==> src/rtl/posit_defines.sv <==
// Shared posit constants and the serialized-value layout used by the
// field-extraction logic, the arithmetic units and the encoder.
package posit_defines;

   localparam int NBITS = 32;
   localparam int ES    = 2;
   localparam int POSIT_SERIALIZED_WIDTH_ES2 = 38;

   localparam int SCALE_W = 8;
   localparam int FRAC_W  = 27;
   localparam int MAG_W   = NBITS - 1;

   typedef struct packed {
      logic                      sgn;
      logic signed [SCALE_W-1:0] scale;
      logic [FRAC_W-1:0]         fraction;
      logic                      inf;
      logic                      zero;
   } value;

   localparam logic [MAG_W-1:0] POSIT_MAXPOS    = 31'h7FFFFFFF;
   localparam logic [MAG_W-1:0] POSIT_MINPOS    = 31'h00000001;
   localparam logic [NBITS-1:0] POSIT_NAR       = 32'h80000000;
   localparam int               POSIT_MAX_SCALE = 120;

   localparam int SHIFT_N = 64;
   localparam int SHIFT_S = 6;

   // Regime alignment distance: k for k >= 0, -k-1 (= ~k) for k < 0.
   function automatic logic [SHIFT_S-1:0] regime_shift(input logic [SHIFT_S-1:0] k);
      return k[SHIFT_S-1] ? ~k : k;
   endfunction

endpackage

==> src/rtl/shift_right.sv <==
// Logarithmic arithmetic right shifter; the fill bit is the input MSB,
// which lets one shifter emit either a run of ones or a run of zeros.
module shift_right #(
   parameter int N = 64,
   parameter int S = 6
) (
   input  logic [N-1:0] data_i,
   input  logic [S-1:0] shamt_i,
   output logic [N-1:0] data_o
);

   genvar gi;
   generate
      for (gi = 0; gi < S; gi++) begin : g_stage
         localparam int AMT = 1 << gi;
         logic [N-1:0] prev_w;
         logic [N-1:0] cur_w;

         if (gi == 0) begin : g_first
            assign prev_w = data_i;
         end else begin : g_rest
            assign prev_w = g_stage[gi-1].cur_w;
         end

         assign cur_w = shamt_i[gi] ? {{AMT{prev_w[N-1]}}, prev_w[N-1:AMT]} : prev_w;
      end
   endgenerate

   assign data_o = g_stage[S-1].cur_w;

endmodule

==> src/rtl/posit_encode_pipe.sv <==
// Three-stage posit<32,2> encoder: serialized {sgn, scale, fraction, inf, zero}
// in, round-to-nearest-even posit word out, with a single global stall.
module posit_encode_pipe
   import posit_defines::*;
(
   input  logic                                  clk,
   input  logic                                  reset,
   input  logic                                  in_valid,
   output logic                                  in_ready,
   input  logic [POSIT_SERIALIZED_WIDTH_ES2-1:0] in_data,
   input  logic                                  in_sticky,
   output logic                                  out_valid,
   input  logic                                  out_ready,
   output logic [NBITS-1:0]                      out_data
);

   localparam int PAD_W = SHIFT_N - 2 - ES - FRAC_W;
   localparam logic signed [SCALE_W-1:0] SCALE_HI = SCALE_W'(POSIT_MAX_SCALE);
   localparam logic signed [SCALE_W-1:0] SCALE_LO = SCALE_W'(-POSIT_MAX_SCALE);

   logic advance;

   // Stage 1 state
   logic               s1_valid_q;
   logic               s1_sgn_q, s1_inf_q, s1_zero_q, s1_sticky_q;
   logic               s1_sat_max_q, s1_sat_min_q;
   logic [SHIFT_N-1:0] s1_shift_q;
   // Stage 2 state
   logic               s2_valid_q;
   logic               s2_sgn_q, s2_inf_q, s2_zero_q;
   logic [MAG_W-1:0]   s2_mag_q;
   // Stage 3 state (output register)
   logic               s3_valid_q;
   logic [NBITS-1:0]   s3_data_q;

   assign advance   = !s3_valid_q || out_ready;
   assign in_ready  = advance;
   assign out_valid = s3_valid_q;
   assign out_data  = s3_data_q;

   // ---------------- Stage 1: decode, saturation flags, regime shift
   value                in_v;
   logic [SHIFT_S-1:0]  k_w;
   logic                s1_sat_max_d, s1_sat_min_d;
   logic [SHIFT_N-1:0]  seed_w;
   logic [SHIFT_N-1:0]  s1_shift_d;

   assign in_v         = value'(in_data);
   assign k_w          = in_v.scale[SCALE_W-1:ES];
   assign s1_sat_max_d = $signed(in_v.scale) > SCALE_HI;
   assign s1_sat_min_d = $signed(in_v.scale) < SCALE_LO;

   // Leading pair is {regime bit, terminator}; the arithmetic shift
   // replicates the regime bit to the required run length.
   assign seed_w = {~k_w[SHIFT_S-1], k_w[SHIFT_S-1], in_v.scale[ES-1:0],
                    in_v.fraction, {PAD_W{1'b0}}};

   shift_right #(
      .N (SHIFT_N),
      .S (SHIFT_S)
   ) u_shift_right (
      .data_i  (seed_w),
      .shamt_i (regime_shift(k_w)),
      .data_o  (s1_shift_d)
   );

   // ---------------- Stage 2: guard/sticky extraction, RNE, saturation
   logic [MAG_W-1:0] mag_w;
   logic             guard_w, sticky_w, round_up_w;
   logic [MAG_W-1:0] s2_mag_d;

   assign mag_w      = s1_shift_q[SHIFT_N-1 -: MAG_W];
   assign guard_w    = s1_shift_q[SHIFT_N-1-MAG_W];
   assign sticky_w   = (|s1_shift_q[SHIFT_N-2-MAG_W:0]) | s1_sticky_q;
   assign round_up_w = guard_w & (sticky_w | mag_w[0]) & (mag_w != POSIT_MAXPOS);

   always_comb begin
      s2_mag_d = mag_w + MAG_W'(round_up_w);
      if (s1_sat_max_q) begin
         s2_mag_d = POSIT_MAXPOS;
      end else if (s1_sat_min_q) begin
         s2_mag_d = POSIT_MINPOS;
      end
   end

   // ---------------- Stage 3: sign and specials
   logic [NBITS-1:0] mag_ext_w;
   logic [NBITS-1:0] s3_data_d;

   assign mag_ext_w = {1'b0, s2_mag_q};

   always_comb begin
      s3_data_d = s2_sgn_q ? -mag_ext_w : mag_ext_w;
      if (s2_zero_q) begin
         s3_data_d = '0;
      end else if (s2_inf_q) begin
         s3_data_d = POSIT_NAR;
      end
   end

   // Whole pipe moves as one; a stall freezes data and valid bits alike.
   always_ff @(posedge clk) begin
      if (reset) begin
         s1_valid_q <= 1'b0;
         s2_valid_q <= 1'b0;
         s3_valid_q <= 1'b0;
         s3_data_q  <= '0;
      end else if (advance) begin
         s1_valid_q   <= in_valid;
         s1_sgn_q     <= in_v.sgn;
         s1_inf_q     <= in_v.inf;
         s1_zero_q    <= in_v.zero;
         s1_sticky_q  <= in_sticky;
         s1_sat_max_q <= s1_sat_max_d;
         s1_sat_min_q <= s1_sat_min_d;
         s1_shift_q   <= s1_shift_d;

         s2_valid_q   <= s1_valid_q;
         s2_sgn_q     <= s1_sgn_q;
         s2_inf_q     <= s1_inf_q;
         s2_zero_q    <= s1_zero_q;
         s2_mag_q     <= s2_mag_d;

         s3_valid_q   <= s2_valid_q;
         s3_data_q    <= s3_data_d;
      end
   end

endmodule

==> config.mk <==
export PLATFORM = sky130hd
export DESIGN_NAME = posit_encode_pipe
export DESIGN_NICKNAME = d
export VERILOG_FILES = /design/src/rtl/posit_defines.sv /design/src/rtl/shift_right.sv /design/src/rtl/posit_encode_pipe.sv
export SDC_FILE = /design/constraint.sdc
export NUM_CORES = 1
export LEC_CHECK = 0
export BUFFER_PORTS_ARGS = -buffer_cell sky130_fd_sc_hd__buf_2
export CAP_MARGIN = 40
export CORE_MARGIN = 2
export CORE_UTILIZATION = 40
export DETAILED_ROUTE_END_ITERATION = 8
export HOLD_SLACK_MARGIN = 0.03
export PLACE_DENSITY_LB_ADDON = 0.25
export SLEW_MARGIN = 20
export SYNTH_ARGS = -nofsm -noshare
export SYNTH_HDL_FRONTEND = slang
export SYNTH_SLANG_ARGS = --single-unit
==> constraint.sdc <==
create_clock -name clk -period 12 [get_ports clk]
set_input_delay 1.2 -clock clk [delete_from_list [all_inputs] [get_ports clk]]
set_output_delay 1.2 -clock clk [all_outputs]
set_load 0.03 [all_outputs]
# --- Yosys cells after proc, flatten, opt, wreduce, memory -nomap -nowiden ---
# Index checks and enable logic that the tools add are counted.
classes:
  n_eq_ne: 1
  n_bitwise: 7
  addsub: 2
  n_reduce_logical: 5
  order_cmp: 2
  n_mux: 11
op_table:
  columns: ["cell", "count"]
  rows:
  - ["two-way mux 63 bit", 6]
  - ["two-way mux 32 bit", 3]
  - ["negation 31 -> 32 bit", 1]
  - ["OR reduction 32 bit", 1]
  - ["adder 31 x 1 -> 31 bit", 1]
  - ["two-way mux 31 bit", 1]
  - ["inequality test 31 bit (second input constant)", 1]
  - ["> comparator 8 bit (second input constant)", 1]
  - ["< comparator 8 bit (second input constant)", 1]
  - ["two-way mux 6 bit", 1]
  - ["inverter 6 bit", 1]
  - ["AND 1 bit", 2]
  - ["inverter 1 bit", 2]
  - ["bitwise OR 1 bit", 2]
  - ["AND reduction 2 bit", 1]
  - ["OR reduction 2 bit", 1]
  - ["zero test 1 bit", 1]
  - ["logical OR 1 bit", 1]
totals:
  input_bits: 43
  register_bits: 139
  out_inout_bits: 34
  elab_cells: 44

# --- Depth between registers and ports, before layout ---
logic_depth:
  depth_word: 8
  depth_mapped: 12
  depth_no_buf: 12

# --- Modules after synthesis ---
# A second synthesis with hierarchy kept.
hier_totals:
  cells_unflattened: 1017
  hier_area_um2: 10968.0
by_module_without_submodules:
  columns: ["mod", "cells_each", "instances", "seq_area_each_um2", "area_each_um2"]
  rows:
  - ["posit_encode_pipe", 483, 1, 3823.7, 6154.7]
  - ["shift_right", 534, 1, 0.0, 4813.4]

# --- Worst setup path after synthesis ---
# Ideal clock, no wire load.
synth_timing:
  path_kind: "input -> register"
  start: "input reset"
  end: "register s1_inf_q (enable)"
  setup_slack_ns: 5.556
  t_arrival_ns: 5.880
  required_ns: 11.436
  stages: 3
  setup_ns: 0.564
  path_cell_list: "clkbuf_1 > clkbuf_1 > nor2_1"
synth_via:
  elab_chain_cells: 2
synth_rtl:
  columns: ["element", "line_no", "source"]
  rows:
  - ["start, declared", "posit_encode_pipe.sv:7", "input logic reset,"]
  - ["inverter 1 bit (no line)", null, null]
  - ["AND reduction 2 bit (no line)", null, null]
  - ["end signal, assigned", "posit_encode_pipe.sv:111", "s1_inf_q <= in_v.inf;"]
  - ["end, declared", "posit_encode_pipe.sv:25", "logic s1_sgn_q, s1_inf_q, s1_zero_q, s1_sticky_q;"]
# No other way between the ends.
# A chain may end at the register's enable or synchronous reset.

# --- Worst setup path in the final report ---
layout_timing:
  start: "input in_data[36]"
  end: "register s1_shift_q[48] (data pin)"
layout_via:
  elab_chain_cells: 7
  word_cells_on_any_way: 9
  classes_between: "7 x mux; 2 x bitwise"
layout_rtl:
  columns: ["element", "line_no", "source"]
  rows:
  - ["start, declared", "posit_encode_pipe.sv:10", "input logic [POSIT_SERIALIZED_WIDTH_ES2-1:0] in_data,"]
  - ["two-way mux 6 bit / inverter 1 bit (equally long branches)", "posit_defines.sv:31, posit_encode_pipe.sv:55", null]
  - ["two-way mux 63 bit (5 in series)", "shift_right.sv:25", "assign cur_w = shamt_i[gi] ? {{AMT{prev_w[N-1]}}, prev_w[N-1:AMT]} : prev_w;"]
  - ["two-way mux 63 bit (*)", "shift_right.sv:25", null]
  - ["named net s1_shift_d[48]", "posit_encode_pipe.sv:46", "logic [SHIFT_N-1:0] s1_shift_d;"]
  - ["end signal, assigned", "posit_encode_pipe.sv:116", "s1_shift_q <= s1_shift_d;"]
  - ["end, declared", "posit_encode_pipe.sv:27", "logic [SHIFT_N-1:0] s1_shift_q;"]
# Mark *: on every way through the listed nets, which the timed path passes. The rest lies on a longest branch.

==> impl_metrics.tcl <==
set metrics [dict create \
    grt_pass1_wl_um 32300 \
    cts.path.max_buffers 2 \
    yosys_warnings 0 \
    final_max_slew_viol_count 0 \
    grt-ovfl-total 0 \
    r2r_slack_ns 8.67 \
    place_worst_setup_slack_ns 8.02 \
    drt_wl_total_um 19800 \
    coreArea_um2 20900 \
    hold_path.startpoint "s1_sgn_q" \
    r2r_start "s1_shift_q[47]" \
    cts_made_buffers 17 \
    via_count 6544 \
    die-area_um2 22400 \
    setup-violations-final 0 \
    cts-root-buf "clkbuf_16" \
    synth_mux_area_share_pct 13.1 \
    antenna_left 0 \
    synthArstFlopShare_pct 0 \
    drc 0 \
    grtUsageTotal_pct 18.2 \
    tightest_slew_ns 0.865 \
    via_per_inst 5.56 \
    synth_edf_count 102 \
    synthXorXnorAreaFrac_pct 6.93 \
    synth.top_cell.area_share_pct 36.2 \
    max-cap-violations 0 \
    relSlewSlack_pct 41.8 \
    yosysTopAreaCell "edfxtp_1" \
    tns_ns 0 \
    fin_crit_ns 3.57 \
    postCtsHoldBufs 0 \
    top_level_ports 77 \
    criticalPathCategory "input port to flop" \
    swShare_pct 29.4 \
    cts_resized 0 \
    synth_top_family_by_area "compound AO/OA/AOI/OAI gates" \
    fin_ws_ns 8.43 \
    reg2regPathDepth 11 \
    place_congestion 0.866 \
    final_cell_mix "102 x edfxtp_1, 94 x nand2_1, 77 x buf_2, 66 x o21ai_0, 59 x nor2_1" \
    tritoncts "yes" \
    hold_class "flop to flop" \
    rows 53 \
    hpwl_um 14600 \
    worstPathArrival_ns 3.69 \
    synth_cell_types 57 \
    ys_ff_latch 137 \
    start_util_pct 40.5 \
    nNetsFinal 938 \
    synthCells 837 \
    cts.sink_count 137 \
    hold_path_end "s2_sgn_q" \
    htree_levels 4 \
    area_growth_pct 14.4 \
    clkTransAtPathRegs_ns 0.06 \
    worst_hold_path.num_cells 0 \
    syn_nets 887 \
    p_sw_mw 0.404 \
    crit_fanout 43 \
    synth_area_leaders "edfxtp_1 36%, dfxtp_1 8.3%, mux4_2 7.2%, mux2i_1 5.0%, nand2_1 4.2%" \
    fin_crit_sh_pct 29.7 \
    drive_above_1_share_pct 19.3 \
    diodes 0 \
    final_common_cell "edfxtp_1" \
    dr.first_iter.drc_count 497 \
    p_comb_share_pct 21.3 \
    start_kind "input port" \
    p_per_area_nw_per_um2 142 \
    synth_compound_area_share_pct 15.4 \
    fin_skew_ns 0.0111 \
    postCtsSetupBuffers 0 \
    power_frac_clock_pct 35.4 \
    grt_pass1_vias 6133 \
    ir_worst_vdd_uv 88.9 \
    grt_max_degree 60 \
    worstSkewPairLatency_ns 0.42 \
    timing.rr.end "s2_mag_q[23]" \
    syn_area_um2 8470 \
    power.internal_mw 0.970 \
    antenna_found_initial 0 \
    max_freq_mhz 280 \
    wl_per_cell_um 16.8 \
    synthAdderAreaFrac_pct 1.39 \
    drt_pass1_iterations 5 \
    worstPathRequired_ns 12.13 \
    end_kind "flop" \
    die_w_um 150 \
    seqPwrFrac_pct 43.4 \
    status "finished, final reports clean" \
    power_leakage_nw 3.71 \
    ys_seq_area_share_pct 44.4 \
    dominantRegCellSynth "edfxtp_1" \
    yosys.area_share.simple_pct 15.2 \
    die_y_um 150 \
    rsz0062_at_grt "no" \
    finalHoldViolCount 0 \
    portBuffers 76 \
    postSynthAreaPerCell_um2 10.1 \
]
-- power groups by stage --
stage | sequential (mW) | clock [mW] | combinational, mW
floorplan | 0.606 | 0 | 0.206
global placement | 0.607 | 0 | 0.284
detailed placement | 0.606 | 0 | 0.290
CTS | 0.596 | 0.498 | 0.292
global route | 0.601 | 0.519 | 0.322
finish | 0.596 | 0.486 | 0.292
-- worst max-delay path, cell delays in order --
cell     delay [ns]
buf_2          0.08
buf_4          0.44
xor2_4         0.61
mux2i_1        0.43
mux2i_1        0.12
mux2_2         0.30
o21ai_0        0.36
a21oi_1        0.15
-- state kept, by name (all words and copies together), names as in the netlist --
| register | cells |
|---|---|
| s2_sgn_q | 1 |
| s2_zero_q | 1 |
| s2_inf_q | 1 |
| s2_mag_q | 31 |
| out_valid | 1 |
| s1_sgn_q | 1 |
| out_data | 32 |
| s1_valid_q | 1 |
| s1_sat_max_q | 1 |
| s1_inf_q | 1 |
| s1_shift_q | 62 |
| s1_sticky_q | 1 |
| s2_valid_q | 1 |
| s1_zero_q | 1 |
| s1_sat_min_q | 1 |
-- how the worst max path moves through the flow --
stage / slack [ns] / cells past startpoint / startpoint / endpoint
global route: 8.19 / 8 / in_data[36] / s1_shift_q[48]
detailed placement: 8.02 / 9 / in_data[36] / s1_shift_q[31]
floorplan: 5.56 / 3 / reset / s1_inf_q
finish: 8.43 / 8 / in_data[36] / s1_shift_q[48]
global placement: 7.73 / 8 / in_data[36] / s1_shift_q[31]
CTS: 8.48 / 9 / in_data[36] / s1_shift_q[31]
-- per-stage QoR --
| step | hold WS, ns | instance area [um2] | instances | power (mW) | util, % |
|---|---|---|---|---|---|
| 2_1_floorplan | 0.400 | 8470 | 837 | 0.812 | - |
| 3_3_place_gp | 0.408 | 9060 | 1139 | 0.891 | 43.4 |
| 3_5_place_dp | 0.407 | 9140 | 1144 | 0.896 | 43.7 |
| 4_1_cts | 0.424 | 9690 | 1176 | 1.39 | 46.4 |
| 5_1_grt | 0.436 | 9690 | 1176 | 1.44 | 46.4 |
| 6_report | 0.422 | 9690 | 1176 | 1.37 | 46.4 |
-- Yosys cell counts, types with 7 or more instances --
master    count
edfxtp_1    102
nand2_1      94
o21ai_0      66
nor2_1       61
a21oi_1      46
clkbuf_1     43
mux2i_1      42
dfxtp_1      35
xnor2_1      35
mux4_2       27
xor2_1       27
a21o_1       26
nand3_1      21
a22oi_1      18
inv_1        12
nand4_1      12
nor4_1       12
or3_1        12
nor3_1        9
o31ai_1       9
and3_1        8
buf_2         8
nand2b_1      8
ha_1          7
mux2_2        7
or2_2         7
-- area by class of cell --
class,count,area (um2)
inverter,13,48.8
sequential,137,3760
tap,275,344
fill,1991,11200
clock inverter,13,123
clock buffer,19,433
multi-input combinational,627,4450
timing repair buffer,92,533
-- kinds of logic after synthesis --
kind of cell | Yosys count
XOR/XNOR | 64
adder cells (fa/ha/maj) | 10
multiplexers | 76
AO/OA/AOI/OAI | 209
flip-flops | 137
AND/OR/NAND/NOR | 268
buffers and inverters | 73
-- layer usage --
| metal | global-route usage, % | vias up | part of all wire, % |
|---|---|---|---|
| li1 | - | 3233 | - |
| met1 | 24.4 | 3106 | 46 |
| met5 | 0 | - | 0 |
| met2 | 30.4 | 190 | 49 |
| met4 | 5.00 | 0 | 0.92 |
| met3 | 3.38 | 15 | 4.6 |
Power figures use the tool's default switching activity.
